### src/rtl/mtx_in_cond_if.sv
// Signal bundle for the MTX input conditioner: sample/tick strobes, the two
// candidate sources with their select, and the conditioned outputs.
interface mtx_in_cond_if #(
  parameter int CNT_W = 16
);
  logic             ce01us;
  logic             ce1ms;
  logic             din;
  logic             mtx_int;
  logic             sel_int;
  logic             dout;
  logic             rise;
  logic             fall;
  logic             lost;
  logic [CNT_W-1:0] edge_cnt;

  // Driver side: supplies strobes and sources, observes the conditioned signal.
  modport master (
    output ce01us, ce1ms, din, mtx_int, sel_int,
    input  dout, rise, fall, lost, edge_cnt
  );

  // Conditioner side.
  modport slave (
    input  ce01us, ce1ms, din, mtx_int, sel_int,
    output dout, rise, fall, lost, edge_cnt
  );
endinterface

### src/rtl/mtx_in_cond.sv
// Input conditioner for the frequency/period measurement stage: source mux,
// two-flop synchroniser, integrating glitch filter with hysteresis, edge
// detector, rising-edge counter and signal-loss watchdog.
module mtx_in_cond #(
  parameter int FLT_N   = 4,
  parameter int LOST_MS = 1000,
  parameter int CNT_W   = 16
) (
  input logic         clk,
  input logic         rst,
  mtx_in_cond_if.slave bus
);

  localparam int FC_W = $clog2(FLT_N + 1);
  localparam int WD_W = $clog2(LOST_MS + 1);
  localparam logic [FC_W-1:0] FC_MAX = FC_W'(FLT_N);
  localparam logic [WD_W-1:0] WD_MAX = WD_W'(LOST_MS);

  logic             sel;
  logic             s1;
  logic             s2;
  logic [FC_W-1:0]  fc;
  logic [FC_W-1:0]  fc_nxt;
  logic             dout;
  logic             dout_d;
  logic             rise;
  logic             fall;
  logic             lost;
  logic [WD_W-1:0]  wd;
  logic [CNT_W-1:0] edge_cnt;

  // Source select; the only logic ahead of the synchroniser, so a switch
  // looks like ordinary input activity to the filter.
  assign sel = bus.sel_int ? bus.mtx_int : bus.din;

  // Two-flop synchroniser for the (possibly asynchronous) selected source.
  always_ff @(posedge clk) begin
    // NOTE: sequential state uses non-blocking assignments so every flop
    // samples pre-edge values; blocking here would collapse s1/s2 into one flop.
    if (rst) begin
      s1 <= 1'b0;
      s2 <= 1'b0;
    end else begin
      s1 <= sel;
      s2 <= s1;
    end
  end

  // Next value of the integrating filter counter, saturating at 0 and FLT_N.
  always_comb begin
    // NOTE: default assignment first so no path leaves fc_nxt unassigned,
    // which would otherwise infer a latch.
    fc_nxt = fc;
    if (bus.ce01us) begin
      if (s2 && (fc < FC_MAX)) begin
        fc_nxt = fc + 1'b1;
      end else if (!s2 && (fc != '0)) begin
        fc_nxt = fc - 1'b1;
      end
    end
  end

  // Filter state and hysteretic output: dout changes only at the saturation ends.
  always_ff @(posedge clk) begin
    if (rst) begin
      fc   <= '0;
      dout <= 1'b0;
    end else begin
      fc <= fc_nxt;
      if (fc_nxt == FC_MAX) begin
        dout <= 1'b1;
      end else if (fc_nxt == '0) begin
        dout <= 1'b0;
      end
    end
  end

  // Registered edge detector: single-clk pulses one cycle after dout moves.
  always_ff @(posedge clk) begin
    if (rst) begin
      dout_d <= 1'b0;
      rise   <= 1'b0;
      fall   <= 1'b0;
    end else begin
      dout_d <= dout;
      rise   <= dout & ~dout_d;
      fall   <= ~dout & dout_d;
    end
  end

  // Free-running rising-edge counter, wraps naturally at 2^CNT_W.
  always_ff @(posedge clk) begin
    if (rst) begin
      edge_cnt <= '0;
    end else if (rise) begin
      edge_cnt <= edge_cnt + 1'b1;
    end
  end

  // Signal-loss watchdog: a rise restarts it (and beats a coincident ms tick);
  // otherwise ms ticks count up to LOST_MS, where lost sets and wd saturates.
  always_ff @(posedge clk) begin
    if (rst) begin
      wd   <= '0;
      lost <= 1'b0;
    end else if (rise) begin
      wd   <= '0;
      lost <= 1'b0;
    end else if (bus.ce1ms && (wd < WD_MAX)) begin
      wd <= wd + 1'b1;
      if ((wd + 1'b1) == WD_MAX) begin
        lost <= 1'b1;
      end
    end
  end

  assign bus.dout     = dout;
  assign bus.rise     = rise;
  assign bus.fall     = fall;
  assign bus.lost     = lost;
  assign bus.edge_cnt = edge_cnt;

endmodule

### src/flat_wrapper.sv
// flat-port wrapper written by rule: the top's interface ports become plain ports
module mtx_in_cond_flat 
#(
  parameter int FLT_N   = 4,
  parameter int LOST_MS = 1000,
  parameter int CNT_W   = 16
)
  (clk, rst, bus_ce01us, bus_ce1ms, bus_din, bus_mtx_int, bus_sel_int, bus_dout, bus_rise, bus_fall, bus_lost, bus_edge_cnt);
  mtx_in_cond_if #(.CNT_W(CNT_W)) bus_i ();
  input logic clk;
  input logic rst;
  input wire logic [$bits(bus_i.ce01us)-1:0] bus_ce01us;
  input wire logic [$bits(bus_i.ce1ms)-1:0] bus_ce1ms;
  input wire logic [$bits(bus_i.din)-1:0] bus_din;
  input wire logic [$bits(bus_i.mtx_int)-1:0] bus_mtx_int;
  input wire logic [$bits(bus_i.sel_int)-1:0] bus_sel_int;
  output wire logic [$bits(bus_i.dout)-1:0] bus_dout;
  output wire logic [$bits(bus_i.rise)-1:0] bus_rise;
  output wire logic [$bits(bus_i.fall)-1:0] bus_fall;
  output wire logic [$bits(bus_i.lost)-1:0] bus_lost;
  output wire logic [$bits(bus_i.edge_cnt)-1:0] bus_edge_cnt;
  assign bus_i.ce01us = bus_ce01us;
  assign bus_i.ce1ms = bus_ce1ms;
  assign bus_i.din = bus_din;
  assign bus_i.mtx_int = bus_mtx_int;
  assign bus_i.sel_int = bus_sel_int;
  assign bus_dout = bus_i.dout;
  assign bus_rise = bus_i.rise;
  assign bus_fall = bus_i.fall;
  assign bus_lost = bus_i.lost;
  assign bus_edge_cnt = bus_i.edge_cnt;
  mtx_in_cond #(.FLT_N(FLT_N), .LOST_MS(LOST_MS), .CNT_W(CNT_W)) u_core (.clk(clk), .rst(rst), .bus(bus_i));
endmodule
### config.mk
export PLATFORM = sky130hd
export DESIGN_NAME = mtx_in_cond_flat
export DESIGN_NICKNAME = d
export VERILOG_FILES = /design/src/rtl/mtx_in_cond_if.sv /design/src/rtl/mtx_in_cond.sv /design/src/flat_wrapper.sv
export SDC_FILE = /design/constraint.sdc
export NUM_CORES = 1
export LEC_CHECK = 0
export BUFFER_PORTS_ARGS = -buffer_cell sky130_fd_sc_hd__buf_4
export CAP_MARGIN = 20
export CORE_MARGIN = 5
export CORE_UTILIZATION = 55
export CTS_CLUSTER_SIZE = 40
export DETAILED_ROUTE_END_ITERATION = 10
export PLACE_DENSITY = 0.8
export SLEW_MARGIN = 10
export SYNTH_ARGS = -nofsm -noshare
export SYNTH_HDL_FRONTEND = slang
export SYNTH_SLANG_ARGS = --single-unit
export TNS_END_PERCENT = 1
### constraint.sdc
create_clock -name clk -period 2.6 [get_ports clk]
set_input_delay 0.39 -clock clk [delete_from_list [all_inputs] [get_ports clk]]
set_output_delay 0.39 -clock clk [all_outputs]
set_load 0.02 [all_outputs]
# Word-level counts from Yosys, hierarchy flattened

Index checks and enable logic that the tools add are counted.

Add/sub/neg operators: 4
Magnitude comparators: 2
Equal/unequal tests: 2
Muxes and demuxes: 6
Bitwise logic cells: 4
Reduce and logical (&&, ||, !) cells: 9

Operator list:

| cell                                              | count |
|---|---|
| adder 16 x 1 -> 16 bit (second input constant)    | 1 |
| adder 10 x 1 -> 10 bit (second input constant)    | 1 |
| == test 10 bit (second input constant)            | 1 |
| < comparator 10 bit (second input constant)       | 1 |
| 2-to-1 mux 3 bit                                  | 3 |
| adder 3 x 1 -> 3 bit (second input constant)      | 1 |
| == test 3 bit (second input constant)             | 1 |
| logical AND 1 bit                                 | 3 |
| logical NOT 3 bit                                 | 1 |
| < comparator 3 bit (second input constant)        | 1 |
| 2-to-1 mux 1 bit                                  | 3 |
| nonzero test 3 bit                                | 1 |
| subtractor 3 x 1 -> 3 bit (second input constant) | 1 |
| AND 1 bit                                         | 2 |
| inverter 1 bit                                    | 2 |
| AND reduction 2 bit                               | 1 |
| nonzero test 2 bit                                | 1 |
| OR reduction 2 bit                                | 1 |
| logical NOT 1 bit                                 | 1 |

Flip-flop bits (word level): 36
Output and inout port bits: 20
Logic and storage cells: 37

# Longest topological paths before layout

Word-level depth: 8
Depth in mapped cells: 6

# Worst setup path before layout

No wires, ideal clock.

Path kind: reg-to-reg
From: register u_core.fc[1]
To: register u_core.dout, in the netlist u_core.bus.dout
Library setup time: 0.121 ns
Arrival: 1.856 ns
Setup slack: 0.623 ns
Stages on the path, launching flop included: 7
Path buffers: 0
Period minus slack after synthesis: 1.977 ns
Path through: dfxtp_1 inv_1 ha_1 nand2b_1 mux4_2 a211oi_1 mux2_2

Word-level cells in the longest chain between the ends: 7

RTL lines:

| element                                                                           | line                                 | source |
|---|---|---|
| start, declared                                                                   | mtx_in_cond.sv:22                    | `logic [FC_W-1:0] fc;` |
| start signal, assigned                                                            | mtx_in_cond.sv:69                    | `fc <= fc_nxt;` |
| parallel branches: the longest is 4 deep, another holds subtractor 3 x 1 -> 3 bit | -                                    |  |
| 2-to-1 mux 3 bit (*)                                                              | mtx_in_cond.sv:54                    | `if (bus.ce01us) begin` |
| == test 3 bit / logical NOT 3 bit (equally long branches)                         | mtx_in_cond.sv:70, mtx_in_cond.sv:72 |  |
| 2-to-1 mux 1 bit / nonzero test 2 bit (equally long branches)                     | -                                    |  |
| end signal, assigned                                                              | mtx_in_cond.sv:67                    | `dout <= 1'b0;` |
| end signal, assigned                                                              | mtx_in_cond.sv:71                    | `dout <= 1'b1;` |
| end signal, assigned                                                              | mtx_in_cond.sv:73                    | `dout <= 1'b0;` |
| end, declared                                                                     | mtx_in_cond.sv:24                    | `logic dout;` |

Mark *: on every way between the ends.
A chain may end at the register's enable or synchronous reset.

# Worst setup path in the final report

Same ends and word-level chain as after synthesis.

==> impl_metrics.py <==
metrics = {
    "run_status": {
        "status": "completed",
    },
    "detailed_routing": {
        "drt_iter0_drc": 105,
        "top_layer": "met4",
        "routed-wl-met3_um": 183,
        "vias": 1478,
        "routedWlPerCell_um": 13.3,
        "dr_wl_met2_mm": 1.65,
        "drtAntennaViolNets": 0,
        "routed_wl_mm": 3.49,
        "vias_per_cell": 5.62,
        "drc": 0,
        "first_pass_iters": 4,
        "routedLengthMet1_mm": 1.61,
    },
    "setup_path": {
        "cpMaxStageDelayCell": "mux4_2",
        "rr_endpoint": "u_core.bus.dout",
        "crit_fanout": 5,
        "worstSetupStartpointType": "flip-flop",
        "cp_cell_sequence": "inv_1 -> ha_1 -> nand2b_1 -> mux4_2 -> a211oi_1 -> mux2_2",
        "critPathCaptureType": "flip-flop",
        "worstRegToRegCells": 6,
        "arrival_ns": 2.36,
        "crit_type": "reg -> reg",
        "max_stage_delay_ns": 0.48,
        "crit_required_ns": 2.83,
        "reg2reg_from": "u_core.fc[1]",
        "r2r_slack_ns": 0.47,
    },
    "global_route": {
        "track_usage": 0.185,
        "antenna_found_initial": 0,
        "grt_max_degree": 26,
        "grt_pass1_wl_mm": 6.15,
        "grt_pass1_vias": 1403,
        "overflow": 0,
    },
    "clocking": {
        "clk_pin_slew_worst_paths_ns": 0.11,
        "ctsResizeCount": 0,
        "root_buffer": "clkbuf_4",
        "cts_hold_buf": 0,
        "clkSinkCount": 36,
        "clock_latency_ns": 0.34,
        "cts_inserted_buffers": 5,
        "post-cts-setup-buffers": 0,
        "clockBufferDepth": 2,
        "cts_tree": "done",
        "htreeDepth": 2,
    },
    "logic_synthesis": {
        "syn-cell-area_mm2": 0.00173,
        "synth_seq_cells": 36,
        "syn_inst": 190,
        "synth-edff-count": 0,
        "synth_nets": 202,
        "async_reset_ff_frac": 0,
        "yosysUniqueCellTypes": 48,
        "yosysWarningCount": 0,
        "syn_avg_cell_area_um2": 9.09,
        "seq_area_frac_synth": 0.417,
        "synthFlopType": "dfxtp_1",
    },
    "floorplan": {
        "num_io_pins": 27,
        "die_w_um": 66.1,
        "die_h_um": 66.1,
        "rows": 20,
        "die_area_mm2": 0.00436,
        "core_region_area_mm2": 0.00303,
        "start_util": 0.571,
    },
    "final_layout": {
        "syn_to_final_growth_pct": 16.9,
        "final_common_cell": "dfxtp_1",
        "ff_latch_area_um2": 721,
        "nNetsFinal": 230,
        "fin_area_mm2": 0.00202,
        "n_antenna_cell": 0,
        "multi_input_area_um2": 961,
        "drive_gt1_frac": 0.228,
        "fill_cells": 245,
        "final_cell_mix": "dfxtp_1 (36), buf_4 (26), nor2_1 (20)",
        "finish.utilization": 0.667,
    },
    "job": {
        "cap_violations": 0,
    },
    "place": {
        "placedInstanceArea_mm2": 0.00196,
        "hpwl_mm": 2.60,
        "port-buffer-count": 26,
        "gp_congestion": 0.809,
    },
    "timing": {
        "maxSlewViolCount": 0,
        "fin_tns_setup_ns": 0,
        "worstMarginPinSlew_ns": 0.394,
        "finalCriticalPeriod_ns": 2.13,
        "rsz0062_at_grt": "false",
        "slew_headroom": 0.737,
        "setup_violations": 0,
        "hold_viol": 0,
        "fin_skew_ns": 0.0106,
        "period_share": 0.819,
        "fin_hold_ws_ns": 0.304,
        "clock.fmax_mhz": 469,
    },
    "power": {
        "vdd_drop_max_uv": 348,
        "p_total_mw": 1.05,
        "p_leak_nw": 0.735,
        "powerDensity_mw_per_mm2": 520,
    },
    "worst_hold_path": {
        "holdCritStartpoint": "bus_din",
        "hold_path_class": "in -> reg",
        "holdPathEnd": "u_core.s1",
        "whs_path_depth": 3,
    },
}
-- synthesized netlist by cell type (4+ instances only) --
library cell  count  area share
dfxtp_1          36        0.42
nor2_1           20       0.043
nand2_1          14       0.030
a21oi_1          12       0.035
xor2_1            9       0.046
inv_1             7       0.015
nand3_1           6       0.017
o21ai_0           6       0.017
ha_1              5       0.036
nand4_1           5       0.018
or3_1             5       0.018
clkbuf_1          4      0.0087
nor2b_1           4       0.014
o31ai_1           4       0.017
xnor2_1           4       0.020
-- area by class of cell --
cell class | instances | share of cell area
well taps | 44 | 0.0272
flip-flops and latches | 36 | 0.357
repair buffers | 26 | 0.0966
clock buffers | 7 | 0.0272
clock inverters | 1 | 0.00372
multi-input cells | 142 | 0.476
inverters | 7 | 0.0130
-- per-stage QoR --
step / cells / worst slack (ns)
2_1_floorplan: 190 / 0.623
3_3_place_gp: 255 / 0.583
3_5_place_dp: 255 / 0.485
4_1_cts: 263 / 0.477
5_1_grt: 263 / 0.373
6_report: 263 / 0.470
-- registers in the layout (all words and copies together), names as in the netlist --
signal               count
u_core.fc                3
u_core.s1                1
u_core.bus.dout          1
u_core.dout_d            1
u_core.wd               10
u_core.bus.lost          1
u_core.s2                1
u_core.bus.edge_cnt     16
u_core.bus.rise          1
u_core.bus.fall          1
-- power breakdown --
part	internal, mW	switching, mW	total (mW)
Combinational	0.0713	0.0759	0.147
Sequential	0.571	0.0227	0.594
Clock	0.132	0.178	0.310
-- per-layer routing --
layer / up-vias / GRT usage
met5: - / 0
met4: 0 / 0.0685
met3: 7 / 0.0578
met2: 33 / 0.302
met1: 690 / 0.227
li1: 748 / -
-- worst max-delay path, delay by kind of cell, from the launching register on --
family	cells	cell delay (ns)
compound gates	1	0.26
fa+ha+maj	1	0.29
buf+inv	1	0.08
flops	1	0.40
mux	2	0.84
simple gates	1	0.15
-- cell families after synthesis --
| group | count (synthesis) | share of synthesized area |
|---|---|---|
| xor gates and xnor gates | 13 | 0.0659 |
| AOI/OAI and AO/OA | 38 | 0.149 |
| DFF | 36 | 0.417 |
| adders and majority gates | 5 | 0.0362 |
| buffers and inverters | 12 | 0.0268 |
| and+or+nand+nor | 81 | 0.268 |
| muxes | 5 | 0.0369 |
-- worst max-delay path by stage --
stage	slack, ns	to	start
2_1_floorplan	0.62	u_core.bus.dout	u_core.fc[1]
3_3_place_gp	0.58	u_core.bus.dout	u_core.fc[1]
3_5_place_dp	0.49	u_core.bus.dout	u_core.fc[1]
4_1_cts	0.48	u_core.bus.dout	u_core.fc[1]
5_1_grt	0.37	u_core.bus.dout	u_core.fc[1]
6_report	0.47	u_core.bus.dout	u_core.fc[1]
Note: power is estimated with default switching activity, not from simulation.
